--- config.mk ---
export PLATFORM = sky130hd
export DESIGN_NAME = clock_domain_sequencer_flat
export DESIGN_NICKNAME = d
export VERILOG_FILES = /design/src/rtl/clock_domain_sequencer_if.sv /design/src/rtl/clock_domain_sequencer.sv /design/src/flat_wrapper.sv
export SDC_FILE = /design/constraint.sdc
export NUM_CORES = 1
export LEC_CHECK = 0
export BUFFER_PORTS_ARGS = -buffer_cell sky130_fd_sc_hd__buf_2
export CAP_MARGIN = 30
export CELL_PAD_IN_SITES_DETAIL_PLACEMENT = 0
export CELL_PAD_IN_SITES_GLOBAL_PLACEMENT = 1
export CORE_MARGIN = 2
export CORE_UTILIZATION = 35
export CTS_CLUSTER_SIZE = 25
export DETAILED_ROUTE_END_ITERATION = 6
export PLACE_DENSITY = 0.76
export SYNTH_ARGS = -nofsm -noshare
export SYNTH_HDL_FRONTEND = slang
export SYNTH_SLANG_ARGS = --single-unit
--- constraint.sdc ---
create_clock -name clk_gp_100mhz -period 3 [get_ports clk_gp_100mhz]
set_clock_uncertainty 0.2 [all_clocks]
set_input_delay 0.15 -clock clk_gp_100mhz [delete_from_list [all_inputs] [get_ports clk_gp_100mhz]]
set_output_delay 0.15 -clock clk_gp_100mhz [all_outputs]
set_load 0.1 [all_outputs]
--- src/rtl/clock_domain_sequencer_if.sv ---
// Bundle of the sequencer's request/status signals.
//   master : drives pd_req, quiesce_ack, cnt_clr, err_clr; observes all status
//   slave  : the sequencer itself
// Per-domain vectors are indexed by domain number (0 = highest priority);
// dom_state packs 3 bits per domain, active_cnt packs CNT_W bits per domain.
interface clock_domain_sequencer_if #(
  parameter int unsigned NUM_DOMAINS = 4,
  parameter int unsigned CNT_W       = 32
);
  logic [NUM_DOMAINS-1:0]       pd_req;
  logic [NUM_DOMAINS-1:0]       quiesce_ack;
  logic [NUM_DOMAINS-1:0]       cnt_clr;
  logic                         err_clr;
  logic [NUM_DOMAINS-1:0]       quiesce_req;
  logic [NUM_DOMAINS-1:0]       clk_en;
  logic [NUM_DOMAINS-1:0]       dom_rst_n;
  logic [3*NUM_DOMAINS-1:0]     dom_state;
  logic [CNT_W*NUM_DOMAINS-1:0] active_cnt;
  logic [NUM_DOMAINS-1:0]       timeout_err;
  logic                         busy;
  logic                         all_running;

  modport master (
    output pd_req, quiesce_ack, cnt_clr, err_clr,
    input  quiesce_req, clk_en, dom_rst_n, dom_state, active_cnt,
           timeout_err, busy, all_running
  );

  modport slave (
    input  pd_req, quiesce_ack, cnt_clr, err_clr,
    output quiesce_req, clk_en, dom_rst_n, dom_state, active_cnt,
           timeout_err, busy, all_running
  );
endinterface

--- src/rtl/clock_domain_sequencer.sv ---
// Power/clock sequencer for N clock domains in the GP-core 100 MHz domain.
// Each domain: OFF -> WAKE (clock on, reset held) -> RUN -> QUIESCE (idle
// handshake with timeout) -> GATE (clock off, one cycle) -> OFF.
// A single token means at most one domain is ever in WAKE/QUIESCE/GATE.
// Ports:
//   clk_gp_100mhz      : clock
//   reset_counter_done : asynchronous active-low reset
//   seq_if             : request inputs and Moore-decoded status outputs
module clock_domain_sequencer #(
  parameter int unsigned NUM_DOMAINS     = 4,
  parameter int unsigned RST_HOLD_CYCLES = 16,
  parameter int unsigned ACK_TIMEOUT     = 255,
  parameter int unsigned CNT_W           = 32
) (
  input  logic                    clk_gp_100mhz,
  input  logic                    reset_counter_done,
  clock_domain_sequencer_if.slave seq_if
);

  typedef enum logic [2:0] {
    ST_OFF     = 3'd0,
    ST_WAKE    = 3'd1,
    ST_RUN     = 3'd2,
    ST_QUIESCE = 3'd3,
    ST_GATE    = 3'd4
  } dom_state_e;

  localparam int unsigned TMR_MAX = (RST_HOLD_CYCLES > ACK_TIMEOUT) ? RST_HOLD_CYCLES : ACK_TIMEOUT;
  localparam int unsigned TMR_W   = $clog2(TMR_MAX + 1);

  dom_state_e                        state_q [NUM_DOMAINS];
  dom_state_e                        state_d [NUM_DOMAINS];
  // Only the token holder uses the timer, so one is shared by all domains.
  logic [TMR_W-1:0]                  tmr_q, tmr_d;
  logic [NUM_DOMAINS-1:0]            ack_s1_q, ack_s1_d;
  logic [NUM_DOMAINS-1:0]            ack_s2_q, ack_s2_d;
  logic [NUM_DOMAINS-1:0]            err_q, err_d;
  logic [NUM_DOMAINS-1:0]            err_set;
  logic [NUM_DOMAINS-1:0][CNT_W-1:0] cnt_q, cnt_d;
  logic                              busy_w;
  logic                              all_run_w;
  logic                              granted;

  always_ff @(posedge clk_gp_100mhz or negedge reset_counter_done) begin
    if (!reset_counter_done) begin
      for (int unsigned i = 0; i < NUM_DOMAINS; i++) state_q[i] <= ST_OFF;
      tmr_q    <= '0;
      ack_s1_q <= '0;
      ack_s2_q <= '0;
      err_q    <= '0;
      cnt_q    <= '0;
    end else begin
      for (int unsigned i = 0; i < NUM_DOMAINS; i++) state_q[i] <= state_d[i];
      tmr_q    <= tmr_d;
      ack_s1_q <= ack_s1_d;
      ack_s2_q <= ack_s2_d;
      err_q    <= err_d;
      cnt_q    <= cnt_d;
    end
  end

  always_comb begin
    busy_w    = 1'b0;
    all_run_w = 1'b1;
    for (int unsigned i = 0; i < NUM_DOMAINS; i++) begin
      if (state_q[i] inside {ST_WAKE, ST_QUIESCE, ST_GATE}) busy_w = 1'b1;
      if (state_q[i] != ST_RUN) all_run_w = 1'b0;
    end
  end

  // Grants are only considered while the token is free; otherwise only the
  // token holder advances.
  always_comb begin
    for (int unsigned i = 0; i < NUM_DOMAINS; i++) state_d[i] = state_q[i];
    tmr_d   = tmr_q;
    err_set = '0;
    granted = 1'b0;
    if (!busy_w) begin
      for (int unsigned i = 0; i < NUM_DOMAINS; i++) begin
        if (!granted) begin
          if (state_q[i] == ST_OFF && !seq_if.pd_req[i]) begin
            state_d[i] = ST_WAKE;
            tmr_d      = TMR_W'(RST_HOLD_CYCLES);
            granted    = 1'b1;
          end else if (state_q[i] == ST_RUN && seq_if.pd_req[i]) begin
            state_d[i] = ST_QUIESCE;
            tmr_d      = '0;
            granted    = 1'b1;
          end
        end
      end
    end else begin
      for (int unsigned i = 0; i < NUM_DOMAINS; i++) begin
        case (state_q[i])
          ST_WAKE: begin
            if (tmr_q == TMR_W'(1)) state_d[i] = ST_RUN;
            else                    tmr_d      = tmr_q - TMR_W'(1);
          end
          ST_QUIESCE: begin
            // Ack beats timeout, both beat an abort.
            if (ack_s2_q[i]) begin
              state_d[i] = ST_GATE;
            end else if ((tmr_q + TMR_W'(1)) == TMR_W'(ACK_TIMEOUT)) begin
              state_d[i] = ST_GATE;
              err_set[i] = 1'b1;
            end else if (!seq_if.pd_req[i]) begin
              state_d[i] = ST_RUN;
            end else begin
              tmr_d = tmr_q + TMR_W'(1);
            end
          end
          ST_GATE: state_d[i] = ST_OFF;
          default: ;
        endcase
      end
    end
  end

  // Synchroniser is held clear outside QUIESCE so a stale ack cannot skip
  // the two-stage latency on entry.
  always_comb begin
    ack_s1_d = '0;
    ack_s2_d = '0;
    cnt_d    = cnt_q;
    err_d    = err_set | (err_q & {NUM_DOMAINS{~seq_if.err_clr}});
    for (int unsigned i = 0; i < NUM_DOMAINS; i++) begin
      if (state_q[i] == ST_QUIESCE) begin
        ack_s1_d[i] = seq_if.quiesce_ack[i];
        ack_s2_d[i] = ack_s1_q[i];
      end
      if (seq_if.cnt_clr[i]) begin
        cnt_d[i] = '0;
      end else if ((state_q[i] == ST_RUN || state_q[i] == ST_QUIESCE) && !(&cnt_q[i])) begin
        cnt_d[i] = cnt_q[i] + CNT_W'(1);
      end
    end
  end

  always_comb begin
    seq_if.clk_en      = '0;
    seq_if.dom_rst_n   = '0;
    seq_if.quiesce_req = '0;
    seq_if.dom_state   = '0;
    for (int unsigned i = 0; i < NUM_DOMAINS; i++) begin
      seq_if.dom_state[3*i +: 3] = state_q[i];
      case (state_q[i])
        ST_WAKE:    seq_if.clk_en[i] = 1'b1;
        ST_RUN: begin
          seq_if.clk_en[i]    = 1'b1;
          seq_if.dom_rst_n[i] = 1'b1;
        end
        ST_QUIESCE: begin
          seq_if.clk_en[i]      = 1'b1;
          seq_if.dom_rst_n[i]   = 1'b1;
          seq_if.quiesce_req[i] = 1'b1;
        end
        ST_GATE:    seq_if.dom_rst_n[i] = 1'b1;
        default: ;
      endcase
    end
  end

  assign seq_if.active_cnt  = cnt_q;
  assign seq_if.timeout_err = err_q;
  assign seq_if.busy        = busy_w;
  assign seq_if.all_running = all_run_w;

endmodule

--- src/flat_wrapper.sv ---
// flat-port wrapper written by rule: the top's interface ports become plain ports
module clock_domain_sequencer_flat 
#(
  parameter int unsigned NUM_DOMAINS     = 4,
  parameter int unsigned RST_HOLD_CYCLES = 16,
  parameter int unsigned ACK_TIMEOUT     = 255,
  parameter int unsigned CNT_W           = 32
)
  (clk_gp_100mhz, reset_counter_done, seq_if_pd_req, seq_if_quiesce_ack, seq_if_cnt_clr, seq_if_err_clr, seq_if_quiesce_req, seq_if_clk_en, seq_if_dom_rst_n, seq_if_dom_state, seq_if_active_cnt, seq_if_timeout_err, seq_if_busy, seq_if_all_running);
  clock_domain_sequencer_if #(.NUM_DOMAINS(NUM_DOMAINS), .CNT_W(CNT_W)) seq_if_i ();
  input  logic clk_gp_100mhz;
  input  logic reset_counter_done;
  input wire logic [$bits(seq_if_i.pd_req)-1:0] seq_if_pd_req;
  input wire logic [$bits(seq_if_i.quiesce_ack)-1:0] seq_if_quiesce_ack;
  input wire logic [$bits(seq_if_i.cnt_clr)-1:0] seq_if_cnt_clr;
  input wire logic [$bits(seq_if_i.err_clr)-1:0] seq_if_err_clr;
  output wire logic [$bits(seq_if_i.quiesce_req)-1:0] seq_if_quiesce_req;
  output wire logic [$bits(seq_if_i.clk_en)-1:0] seq_if_clk_en;
  output wire logic [$bits(seq_if_i.dom_rst_n)-1:0] seq_if_dom_rst_n;
  output wire logic [$bits(seq_if_i.dom_state)-1:0] seq_if_dom_state;
  output wire logic [$bits(seq_if_i.active_cnt)-1:0] seq_if_active_cnt;
  output wire logic [$bits(seq_if_i.timeout_err)-1:0] seq_if_timeout_err;
  output wire logic [$bits(seq_if_i.busy)-1:0] seq_if_busy;
  output wire logic [$bits(seq_if_i.all_running)-1:0] seq_if_all_running;
  assign seq_if_i.pd_req = seq_if_pd_req;
  assign seq_if_i.quiesce_ack = seq_if_quiesce_ack;
  assign seq_if_i.cnt_clr = seq_if_cnt_clr;
  assign seq_if_i.err_clr = seq_if_err_clr;
  assign seq_if_quiesce_req = seq_if_i.quiesce_req;
  assign seq_if_clk_en = seq_if_i.clk_en;
  assign seq_if_dom_rst_n = seq_if_i.dom_rst_n;
  assign seq_if_dom_state = seq_if_i.dom_state;
  assign seq_if_active_cnt = seq_if_i.active_cnt;
  assign seq_if_timeout_err = seq_if_i.timeout_err;
  assign seq_if_busy = seq_if_i.busy;
  assign seq_if_all_running = seq_if_i.all_running;
  clock_domain_sequencer #(.NUM_DOMAINS(NUM_DOMAINS), .RST_HOLD_CYCLES(RST_HOLD_CYCLES), .ACK_TIMEOUT(ACK_TIMEOUT), .CNT_W(CNT_W)) u_core (.clk_gp_100mhz(clk_gp_100mhz), .reset_counter_done(reset_counter_done), .seq_if(seq_if_i));
endmodule
==> metrics.yaml, run 1 <==
outcome: "complete, no violations"
required_ps: 3150
grt_max_degree: 60
row_count: 61
die_area_um2: 29200
path_cells: "ha_1 > nand3_1 > or3_1 > buf_4 > a211oi_4 > buf_4 > a21oi_1 > a2111oi_1 > o22ai_1 > a21oi_1"
dr.pass1.iters: 5
drtIter0Drc: 848
drive_gt1_share_pct: 24.1
ctsLongestPathBuffers: 2
portBuffers: 172
avgSynthCellArea_um2: 8.52
area_growth_pct: 24.5
setup_violations: 0
synth_flop_cell: "dfrtp_1"
clock_latency_ps: 430
io_pins: 173
grt_pass1_wl_mm: 50.1
period_share_pct: 96.4
grt_util_all_layers_pct: 21.7
coreArea_um2: 27600
ir_worst_vdd_mv: 0.582
ys_ff_latch: 160
slowest_delay_ps: 500
crit_arrival_ps: 3040
cpMaxStageDelayCell: "a2111oi_1"
fin_total_pwr_mw: 9.58
finalMaxSlewViolations: 0
layout_min_cycle_time_ps: 2890
start_util_pct: 35.3
end_kind: "flip-flop"
fmax_mhz: 346
wire_per_inst_um: 18.3
path_class: "flip-flop to flip-flop"
p_leak_nw: 5.50
ys_types: 72
seq_area_frac_synth_pct: 41.0
final_hold_viol_count: 0
htree_levels: 4
drv_cap: 0
ctsRootBufferMaster: "clkbuf_16"
fillers: 2817
grt-ovfl-total: 0
routabilityCongestion: 0.931
synth.net_count: 1169
tightest_slew_ps: 674
syn-cell-area_um2: 9760
async_flop_share_pct: 100
dp_cells: 1708
start_kind: "flip-flop"
final_cells: 1751
slew_headroom_pct: 55.0
synth_cells: 1146
crit_fanout: 6
dp_hpwl_mm: 23.2
synth-edff-count: 0
grt_pass1_vias: 8783
clock-sinks: 160
p_per_area_nw_per_um2: 788
drc: 0
nets: 1382
hold_path_class: "input pin to flip-flop"
vias: 9541
dieWidth_um: 171
yosys_warnings: 0
cts.clk_slew.worst_paths_ps: 80
cts_buffers: 17
antenna_found_initial: 1
viasPerCell: 5.45
wl_mm: 32.0
dieHeight_um: 171
cts_tree: "done"
drtAntennaViolNets: 0
-- placed cells by master (no fill, tap or decap), types with 6 or more instances in the layout --
cell type	synthesis	layout
buf_2	13	171
nor2_1	159	158
dfrtp_1	160	138
nand2_1	85	85
buf_4	2	78
xor2_1	76	76
nand3_1	61	61
o21ai_0	56	54
nand4_1	52	52
a21oi_1	52	52
xnor2_1	43	43
inv_1	38	37
nor3_1	34	34
and3_1	31	31
or3_1	23	22
dfrtp_2	0	21
and4_1	18	18
clkbuf_16	0	17
nor4_1	16	16
and2_1	13	13
nor2b_1	12	12
o22ai_1	11	11
nand2b_1	9	9
o32ai_1	8	8
o211ai_1	7	7
o31ai_1	7	7
ha_1	8	7
o21a_1	6	6
or2_2	6	6
a221oi_1	6	6
a211oi_1	6	6
dlygate4sd3_1	0	6
-- layout make-up --
class / count / area (µm²) / share of cell area, %
multi-input combinational: 884 / 5380 / 44.2
sequential: 160 / 4030 / 33.2
timing repair buffer: 258 / 1550 / 12.8
tap: 378 / 473 / 3.89
clock buffer: 19 / 453 / 3.73
inverter: 38 / 146 / 1.20
clock inverter: 13 / 116 / 0.957
antenna: 1 / 2.50 / 0.0206
-- cells in the mapped netlist, drive strengths merged, types with 4 or more instances --
master,count,share of area (%)
o21a,6,0.46
ha,8,1.0
buf,15,0.82
nand3,61,3.1
or2,6,0.38
a21o,4,0.31
a31oi,5,0.32
dfrtp,160,41
o211ai,7,0.54
o31ai,8,0.76
a21oi,53,2.8
xnor2,43,3.9
clkbuf,49,1.9
and3,31,2.0
and4,18,1.6
nor4,18,1.3
o32ai,8,0.72
nor2,160,6.2
nand2b,9,0.58
or4,4,0.35
nand4,52,3.3
inv,38,1.5
nand2,85,3.3
and2,14,0.90
a211oi,9,1.0
nor3,34,1.7
nor3b,5,0.38
nand3b,5,0.38
or3,23,1.5
o21ai,58,3.0
xor2,76,6.8
nor2b,12,0.77
o22ai,11,0.70
a221oi,6,0.54
-- worst max-delay path: cells and delay by family, from the launching register on --
kind,cells,cell delay (ps)
buf+inv,2,360
flops,1,420
simple gates,2,450
compound gates,5,1180
fa+ha+maj,1,210
-- per-layer routing --
metal,GRT usage [%],share of wire (%),vias up
met5,0,0,-
met4,4.86,1.5,0
met3,5.20,7.8,39
met2,33.3,44,345
met1,31.0,46,4633
li1,-,-,4524
-- state kept, by name, indices dropped and copies added, names as in the netlist --
signal / flops
u_core.ack_s1_q: 4
u_core.ack_s2_q: 4
u_core.seq_if.active_cnt: 128
u_core.seq_if.dom_state: 12
u_core.seq_if.timeout_err: 4
u_core.tmr_q: 8
-- cell families after synthesis --
group,share of synthesized area [%]
and+or+nand+nor,28.0
AOI/OAI and AO/OA,14.6
DFF,41.0
xor gates and xnor gates,10.7
buffers and inverters,4.17
adders and majority gates,1.03
muxes,0.538
-- stage by stage --
| step | hold slack, ps | TNS, ps | setup WS, ps | utilization (%) | area, µm² |
|---|---|---|---|---|---|
| floorplan | -346 | 0 | 3.35 | - | 9810 |
| finish | 15.4 | 0 | 107 | 44.0 | 12200 |
| detailed placement | -19.7 | 0 | 108 | 41.6 | 11500 |
| CTS | 9.03 | 0 | 87.5 | 43.8 | 12100 |
| global placement | -16.0 | 0 | 86.7 | 41.6 | 11500 |
| global route | 30.5 | -35.0 | -35.0 | 44.0 | 12200 |
-- what timing repair did --
action,CTS,global route
buffers inserted,0,4
hold buffers,6,0
gates resized for setup,0,6
setup endpoints to repair,0,5
hold endpoints to repair,96,0
-- path summary, 6_finish.rpt --
kind                                              startpoint                                        end  slack [ps]  depth (start not counted)
worst max-delay path               u_core.tmr_q[1]$_DFF_PN0_                  u_core.tmr_q[4]$_DFF_PN0_         110                         10
worst min-delay path                       seq_if_cnt_clr[3]  u_core.seq_if.active_cnt[110]$_DFFE_PN0P_          20                          2
worst max register to register     u_core.tmr_q[1]$_DFF_PN0_                  u_core.tmr_q[4]$_DFF_PN0_         110                         10
worst min register to register  u_core.ack_s1_q[3]$_DFF_PN0_               u_core.ack_s2_q[3]$_DFF_PN0_         280                          1
max in group asynchronous                 reset_counter_done  u_core.seq_if.active_cnt[112]$_DFFE_PN0P_        1650                          3
min in group asynchronous                 reset_counter_done   u_core.seq_if.active_cnt[27]$_DFFE_PN0P_          80                          2
-- power breakdown --
part           internal [mW]  switching (mW)  leakage, nW
Clock                   1.14            1.02        0.269
Sequential              2.33           0.256         2.17
Combinational           1.30            3.54         3.06
Total                   4.77            4.81         5.50
No activity file was read; power rests on OpenSTA's default activity.
==> inputs of run 2 (changes only) <==
==> constraint.sdc (replaced) <==
create_clock -name clk_gp_100mhz -period 3 [get_ports clk_gp_100mhz]
set_clock_uncertainty 0.2 [all_clocks]
set_input_delay 0.6 -clock clk_gp_100mhz [delete_from_list [all_inputs] [get_ports clk_gp_100mhz]]
set_output_delay 0.6 -clock clk_gp_100mhz [all_outputs]
set_load 0.1 [all_outputs]
==> run 2 against run 1 <==
Net effect: wire length fell by 2.2%; worst hold slack improved by 190 ps; non-clock buffer count fell by 9; clock-buffer cell count fell by 2; via count fell by 1.3%; register-to-register slack barely moved; sequential cell count did not move; die area did not move; first-iteration DRC count fell by 12%.
==> metrics.yaml, run 2 (same netlist as run 1, synthesis figures left out) <==
dp_cells: 1705  # was 1708
p_sw_mw: 4.80  # was 4.81 mW
fmax_mhz: 345  # was 346 MHz
end_kind: "flip-flop"  # unchanged
dp_hpwl_mm: 23.0  # was 23.2 mm
portBuffers: 172  # unchanged
fin_total_pwr_mw: 9.55  # was 9.58 mW
area_growth_pct: 24.6  # was 24.5%
drc: 0  # unchanged
p_per_area_nw_per_um2: 785  # was 788 nW/µm²
clock-sinks: 160  # unchanged
dr.pass1.iters: 6  # was 5
p_clk_share_pct: 21.8  # was 22.5%
row_count: 61  # unchanged
finalMaxSlewViolations: 0  # unchanged
htree_levels: 4  # unchanged
drv_cap: 0  # unchanged
slowest_delay_ps: 630  # was 500 ps
dieWidth_um: 171  # unchanged
routabilityCongestion: 0.973  # was 0.931
path_class: "flip-flop to flip-flop"  # unchanged
layout_commonest_cell: "buf_2"  # unchanged
pwr-share-seq_pct: 27.4  # was 27.0%
ir_worst_vdd_mv: 0.495  # was 0.582 mV
switching_share_pct: 50.2  # was 50.3%
drive_gt1_share_pct: 24.7  # was 24.1%
grt-ovfl-total: 0  # unchanged
dieHeight_um: 171  # unchanged
clock_latency_ps: 430  # about the same
layout_common_cells: "167 x buf_2, 155 x nor2_1, 136 x dfrtp_1"  # was 171 x buf_2, 158 x nor2_1, 138 x dfrtp_1
antenna_found_initial: 3  # was 1
wire_per_inst_um: 17.9  # was 18.3 µm
grt_max_degree: 51  # was 60
intPower_mw: 4.75  # was 4.77 mW
grt_pass1_wl_mm: 50.2  # was 50.1 mm
io_pins: 173  # unchanged
cpMaxStageDelayCell: "or4_4"  # was a2111oi_1
start_kind: "flip-flop"  # unchanged
die_area_um2: 29200  # unchanged
slew_headroom_pct: 54.9  # was 55.0%
layout_min_cycle_time_ps: 2900  # was 2890 ps
ctsLongestPathBuffers: 2  # unchanged
final_cells: 1742  # was 1751
crit_fanout: 9  # was 6
cts_buffers: 17  # unchanged
p_leak_nw: 5.48  # was 5.50 nW
tightest_slew_ps: 677  # was 674 ps
ctsRootBufferMaster: "clkbuf_16"  # unchanged
vias: 9415  # was 9541
wl_mm: 31.3  # was 32.0 mm
required_ps: 3100  # was 3150 ps
cts.clk_slew.worst_paths_ps: 70  # was 80 ps
largest_register_ffs: 128  # unchanged
drtIter0Drc: 747  # was 848
cts_tree: "done"  # unchanged
nets: 1373  # was 1382
setup_violations: 0  # unchanged
coreArea_um2: 27600  # unchanged
viasPerCell: 5.40  # was 5.45
final_hold_viol_count: 0  # unchanged
grt_util_all_layers_pct: 21.6  # was 21.7%
start_util_pct: 35.3  # unchanged
p_comb_share_pct: 50.8  # was 50.5%
hold_path_class: "input pin to flip-flop"  # unchanged
path_cells: "or4_4 > or4_1 > xnor2_1 > a32oi_1 > o41ai_2 > a21oi_1 > o21ai_1"  # was ha_1 > nand3_1 > or3_1 > buf_4 > a211oi_4 > buf_4 > a21oi_1 > a2111oi_1 > o22ai_1 > a21oi_1
period_share_pct: 96.7  # was 96.4%
crit_arrival_ps: 3000  # was 3040 ps
grt_pass1_vias: 9099  # was 8783
drtAntennaViolNets: 0  # unchanged
rsz0062_at_grt: "false"
path_delay_family: "simple AND/OR/NAND/NOR gates"  # was compound AO/OA/AOI/OAI gates
crit_buf_inv: 0  # was 2
outcome: "complete, no violations"  # unchanged
-- run 2: area by class of cell --
cell class,instances,area (µm²)
multi-input cells,884,5410
inverters,38,143
fillers,2854,15500
clock inverters,14,123
flip-flops and latches,160,4040
diodes,2,5.00
well taps,378,473
repair buffers,249,1550
clock buffers,17,425
-- run 2: power by group through the flow --
| stage | sequential [mW] | clock [mW] | combinational (mW) |
|---|---|---|---|
| global placement | 2.65 | 0 | 4.82 |
| CTS | 2.61 | 2.15 | 4.78 |
| global route | 2.65 | 2.22 | 5.15 |
| detailed placement | 2.65 | 0 | 4.76 |
| floorplan | 3.23 | 0 | 2.79 |
| finish | 2.62 | 2.08 | 4.85 |
-- run 2: final timing paths --
check,slack (ps),cells after the start,end,startpoint
worst max-delay path,100,7,u_core.tmr_q[7]$_DFF_PN0_,u_core.tmr_q[2]$_DFF_PN0_
worst min-delay path,210,2,u_core.ack_s1_q[1]$_DFF_PN0_,seq_if_quiesce_ack[1]
worst max register to register,100,7,u_core.tmr_q[7]$_DFF_PN0_,u_core.tmr_q[2]$_DFF_PN0_
worst min register to register,280,1,u_core.ack_s2_q[3]$_DFF_PN0_,u_core.ack_s1_q[3]$_DFF_PN0_
max in group asynchronous,1360,3,u_core.seq_if.active_cnt[56]$_DFFE_PN0P_,reset_counter_done
min in group asynchronous,500,2,u_core.seq_if.active_cnt[26]$_DFFE_PN0P_,reset_counter_done
-- run 2: what timing repair did --
item / CTS / global route
hold endpoints to repair: 45 / 0
buffers inserted: 0 / 3
hold buffers: 1 / 0
gates resized for setup: 0 / 14
endpoints found under the setup margin: 0 / 13
-- run 2: stage by stage --
stage	area [µm²]	setup TNS, ps	setup slack, ps	utilization (%)	hold slack (ps)
6_report	12200	0	97.9	44.0	207
5_1_grt	12200	0	7.49	44.0	213
4_1_cts	12100	0	3.59	43.7	184
3_5_place_dp	11500	0	72.7	41.7	268
3_3_place_gp	11500	0	75.1	41.7	264
2_1_floorplan	9820	-349	-349	-	104
-- run 2: layer usage --
layer / global-route usage, % / up-vias / share of wire, %
met5: 0 / - / 0.042
met4: 7.70 / 2 / 2.4
met3: 5.57 / 58 / 7.4
met2: 32.6 / 315 / 44
met1: 30.0 / 4529 / 46
li1: - / 4511 / -
==> inputs of run 3 (changes only) <==
--- a/config.mk
+++ b/config.mk
@@ -7,13 +7,11 @@
 export LEC_CHECK = 0
 export BUFFER_PORTS_ARGS = -buffer_cell sky130_fd_sc_hd__buf_2
 export CAP_MARGIN = 30
-export CELL_PAD_IN_SITES_DETAIL_PLACEMENT = 0
-export CELL_PAD_IN_SITES_GLOBAL_PLACEMENT = 1
 export CORE_MARGIN = 2
 export CORE_UTILIZATION = 35
 export CTS_CLUSTER_SIZE = 25
 export DETAILED_ROUTE_END_ITERATION = 6
-export PLACE_DENSITY = 0.76
+export PLACE_DENSITY = 0.61
 export SYNTH_ARGS = -nofsm -noshare
 export SYNTH_HDL_FRONTEND = slang
 export SYNTH_SLANG_ARGS = --single-unit
==> run 3 against run 2 <==
Net effect: die area did not move; sequential power about the same; fmax about the same; clock-buffer cell count rose by 2; cell area rose by 0.72%; first-iteration DRC count is 5.8% lower; cell count grew 0.57%; register-to-register slack about the same; non-clock buffer count rose by 11.
==> metrics.yaml, run 3 (same netlist as run 1, synthesis figures left out) <==
crit_fanout: 8  # was 9
intPower_mw: 4.91  # was 4.75 mW
nets: 1384  # was 1373
fmax_mhz: 345  # about the same
dp_cells: 1718  # was 1705
ff2ff_setup_slack_ps: 100  # about the same
p_comb_share_pct: 51.6  # was 50.8%
dieWidth_um: 171  # unchanged
layout_common_cells: "167 x buf_2, 154 x nor2_1, 137 x dfrtp_1"  # was 167 x buf_2, 155 x nor2_1, 136 x dfrtp_1
ctsRootBufferMaster: "clkbuf_16"  # unchanged
hold_start: "seq_if_quiesce_ack[0]"  # was seq_if_quiesce_ack[1]
outcome: "complete, no violations"  # unchanged
worst-r2r-cell-count: 9  # was 7
switching_share_pct: 50.0  # was 50.2%
path_class: "flip-flop to flip-flop"  # unchanged
layout_commonest_cell: "buf_2"  # unchanged
area_growth_pct: 25.5  # was 24.6%
routabilityCongestion: 0.938  # was 0.973
setup_violations: 0  # unchanged
cts_buffers: 17  # unchanged
pwr-share-seq_pct: 26.6  # was 27.4%
end_kind: "flip-flop"  # unchanged
min_to: "u_core.ack_s1_q[0]$_DFF_PN0_"  # was u_core.ack_s1_q[1]$_DFF_PN0_
drtIter0Drc: 704  # was 747
finalMaxSlewViolations: 0  # unchanged
final_hold_viol_count: 0  # unchanged
tightest_slew_ps: 858  # was 677 ps
utilization_pct: 44.4  # was 44.0%
crit_arrival_ps: 3000  # about the same
vias: 9558  # was 9415
dieHeight_um: 171  # unchanged
grt_pass1_wl_mm: 51.0  # was 50.2 mm
ctsLongestPathBuffers: 2  # unchanged
setup_tns_ps: 0  # unchanged
clock-sinks: 160  # unchanged
p_clk_share_pct: 21.8  # about the same
grt_max_degree: 67  # was 51
largest_register_ffs: 128  # unchanged
clock_latency_ps: 440  # was 430 ps
grt_util_all_layers_pct: 22.2  # was 21.6%
whs_path_depth: 2  # unchanged
ir_worst_vdd_mv: 0.470  # was 0.495 mV
portBuffers: 172  # unchanged
start_util_pct: 35.3  # unchanged
p_leak_nw: 5.55  # was 5.48 nW
coreArea_um2: 27600  # unchanged
die_area_um2: 29200  # unchanged
period_share_pct: 96.7  # about the same
drc: 0  # unchanged
layout_min_cycle_time_ps: 2900  # about the same
worstReg2RegStart: "u_core.tmr_q[1]$_DFF_PN0_"  # was u_core.tmr_q[2]$_DFF_PN0_
wl_mm: 32.0  # was 31.3 mm
grt-ovfl-total: 0  # unchanged
cts_tree: "done"  # unchanged
drive_gt1_share_pct: 25.2  # was 24.7%
required_ps: 3100  # about the same
io_pins: 173  # unchanged
viasPerCell: 5.46  # was 5.40
slew_headroom_pct: 42.4  # was 54.9%
dr.pass1.iters: 5  # was 6
p_per_area_nw_per_um2: 801  # was 785 nW/µm²
drtAntennaViolNets: 0  # unchanged
antenna_found_initial: 2  # was 3
p_sw_mw: 4.91  # was 4.80 mW
row_count: 61  # unchanged
dp_slack_ps: 59.9  # was 72.7 ps
grt_pass1_vias: 9075  # was 9099
hold_path_class: "input pin to flip-flop"  # unchanged
cts.clk_slew.worst_paths_ps: 80  # was 70 ps
drv_cap: 0  # unchanged
htree_levels: 4  # unchanged
wire_per_inst_um: 18.3  # was 17.9 µm
fin_hold_ws_ps: 207  # about the same
dp_hpwl_mm: 23.5  # was 23.0 mm
rr_endpoint: "u_core.tmr_q[2]$_DFF_PN0_"  # was u_core.tmr_q[7]$_DFF_PN0_
n_antenna_cell: 0  # was 2
layout_setup_ws_ps: 97.8  # was 97.9 ps
final_cells: 1752  # was 1742
start_kind: "flip-flop"  # unchanged
run 3: changes by cell type in the layout (fill, tap and decap cells not counted), moves of 2 or more:
cell	before	now
diode_2	2	0
clkinvlp_4	3	1
buf_4	70	84
inv_6	5	3
clkinv_4	2	4
run 3: how the worst max path moves through the flow:
stage                                           start                        end  slack (ps)  cells past startpoint
2_1_floorplan  u_core.seq_if.dom_state[1]$_DFFE_PN0P_         seq_if_all_running        -350                      4
3_3_place_gp                u_core.tmr_q[0]$_DFF_PN0_  u_core.tmr_q[2]$_DFF_PN0_          50                     11
3_5_place_dp                u_core.tmr_q[0]$_DFF_PN0_  u_core.tmr_q[2]$_DFF_PN0_          60                     10
4_1_cts                     u_core.tmr_q[0]$_DFF_PN0_  u_core.tmr_q[2]$_DFF_PN0_          40                     10
5_1_grt                     u_core.tmr_q[1]$_DFF_PN0_  u_core.tmr_q[5]$_DFF_PN0_          -2                     11
6_report                    u_core.tmr_q[1]$_DFF_PN0_  u_core.tmr_q[2]$_DFF_PN0_         100                      9
run 3: final cells by class:
class / count / area, µm²
Clock inverter: 13 / 124
Inverter: 38 / 143
Timing Repair Buffer: 260 / 1620
Fill cell: 2811 / 15400
Clock buffer: 19 / 443
Multi-Input combinational cell: 884 / 5420
Tap cell: 378 / 473
Sequential cell: 160 / 4040
run 3: timing repair:
item,CTS,global route
setup endpoints to repair,2,6
endpoints found under the hold margin,6,0
setup buffers,0,1
gates resized for setup,2,10
hold buffers,1,0
run 3: power groups by stage:
stage	Sequential [mW]	Combinational, mW	Clock, mW
floorplan	3.23	2.79	0
global placement	2.64	4.99	0
detailed placement	2.64	4.94	0
CTS	2.60	4.97	2.22
global route	2.64	5.38	2.30
finish	2.61	5.07	2.14
run 3: critical path, cell delays in order, from the launching register on:
cell,delay (ps)
dfrtp_1,420
ha_2,220
nand3_1,130
or3_4,360
a211o_1,480
a2111oi_0,390
a311oi_1,110
a211oi_2,260
buf_4,140
o22ai_1,50
run 3: per-layer routing:
| metal | track usage, % | wire, µm |
|---|---|---|
| met2 | 34.5 | 14500 |
| met5 | 0 | 27 |
| met3 | 5.30 | 2020 |
| met1 | 30.3 | 14700 |
| met4 | 7.07 | 846 |
run 3: stage by stage:
stage               instance area (µm²)  power (mW)
finish                            12300        9.82
global route                      12300        10.3
CTS                               12200        9.79
detailed placement                11600        7.58
global placement                  11600        7.64
floorplan                          9820        6.02
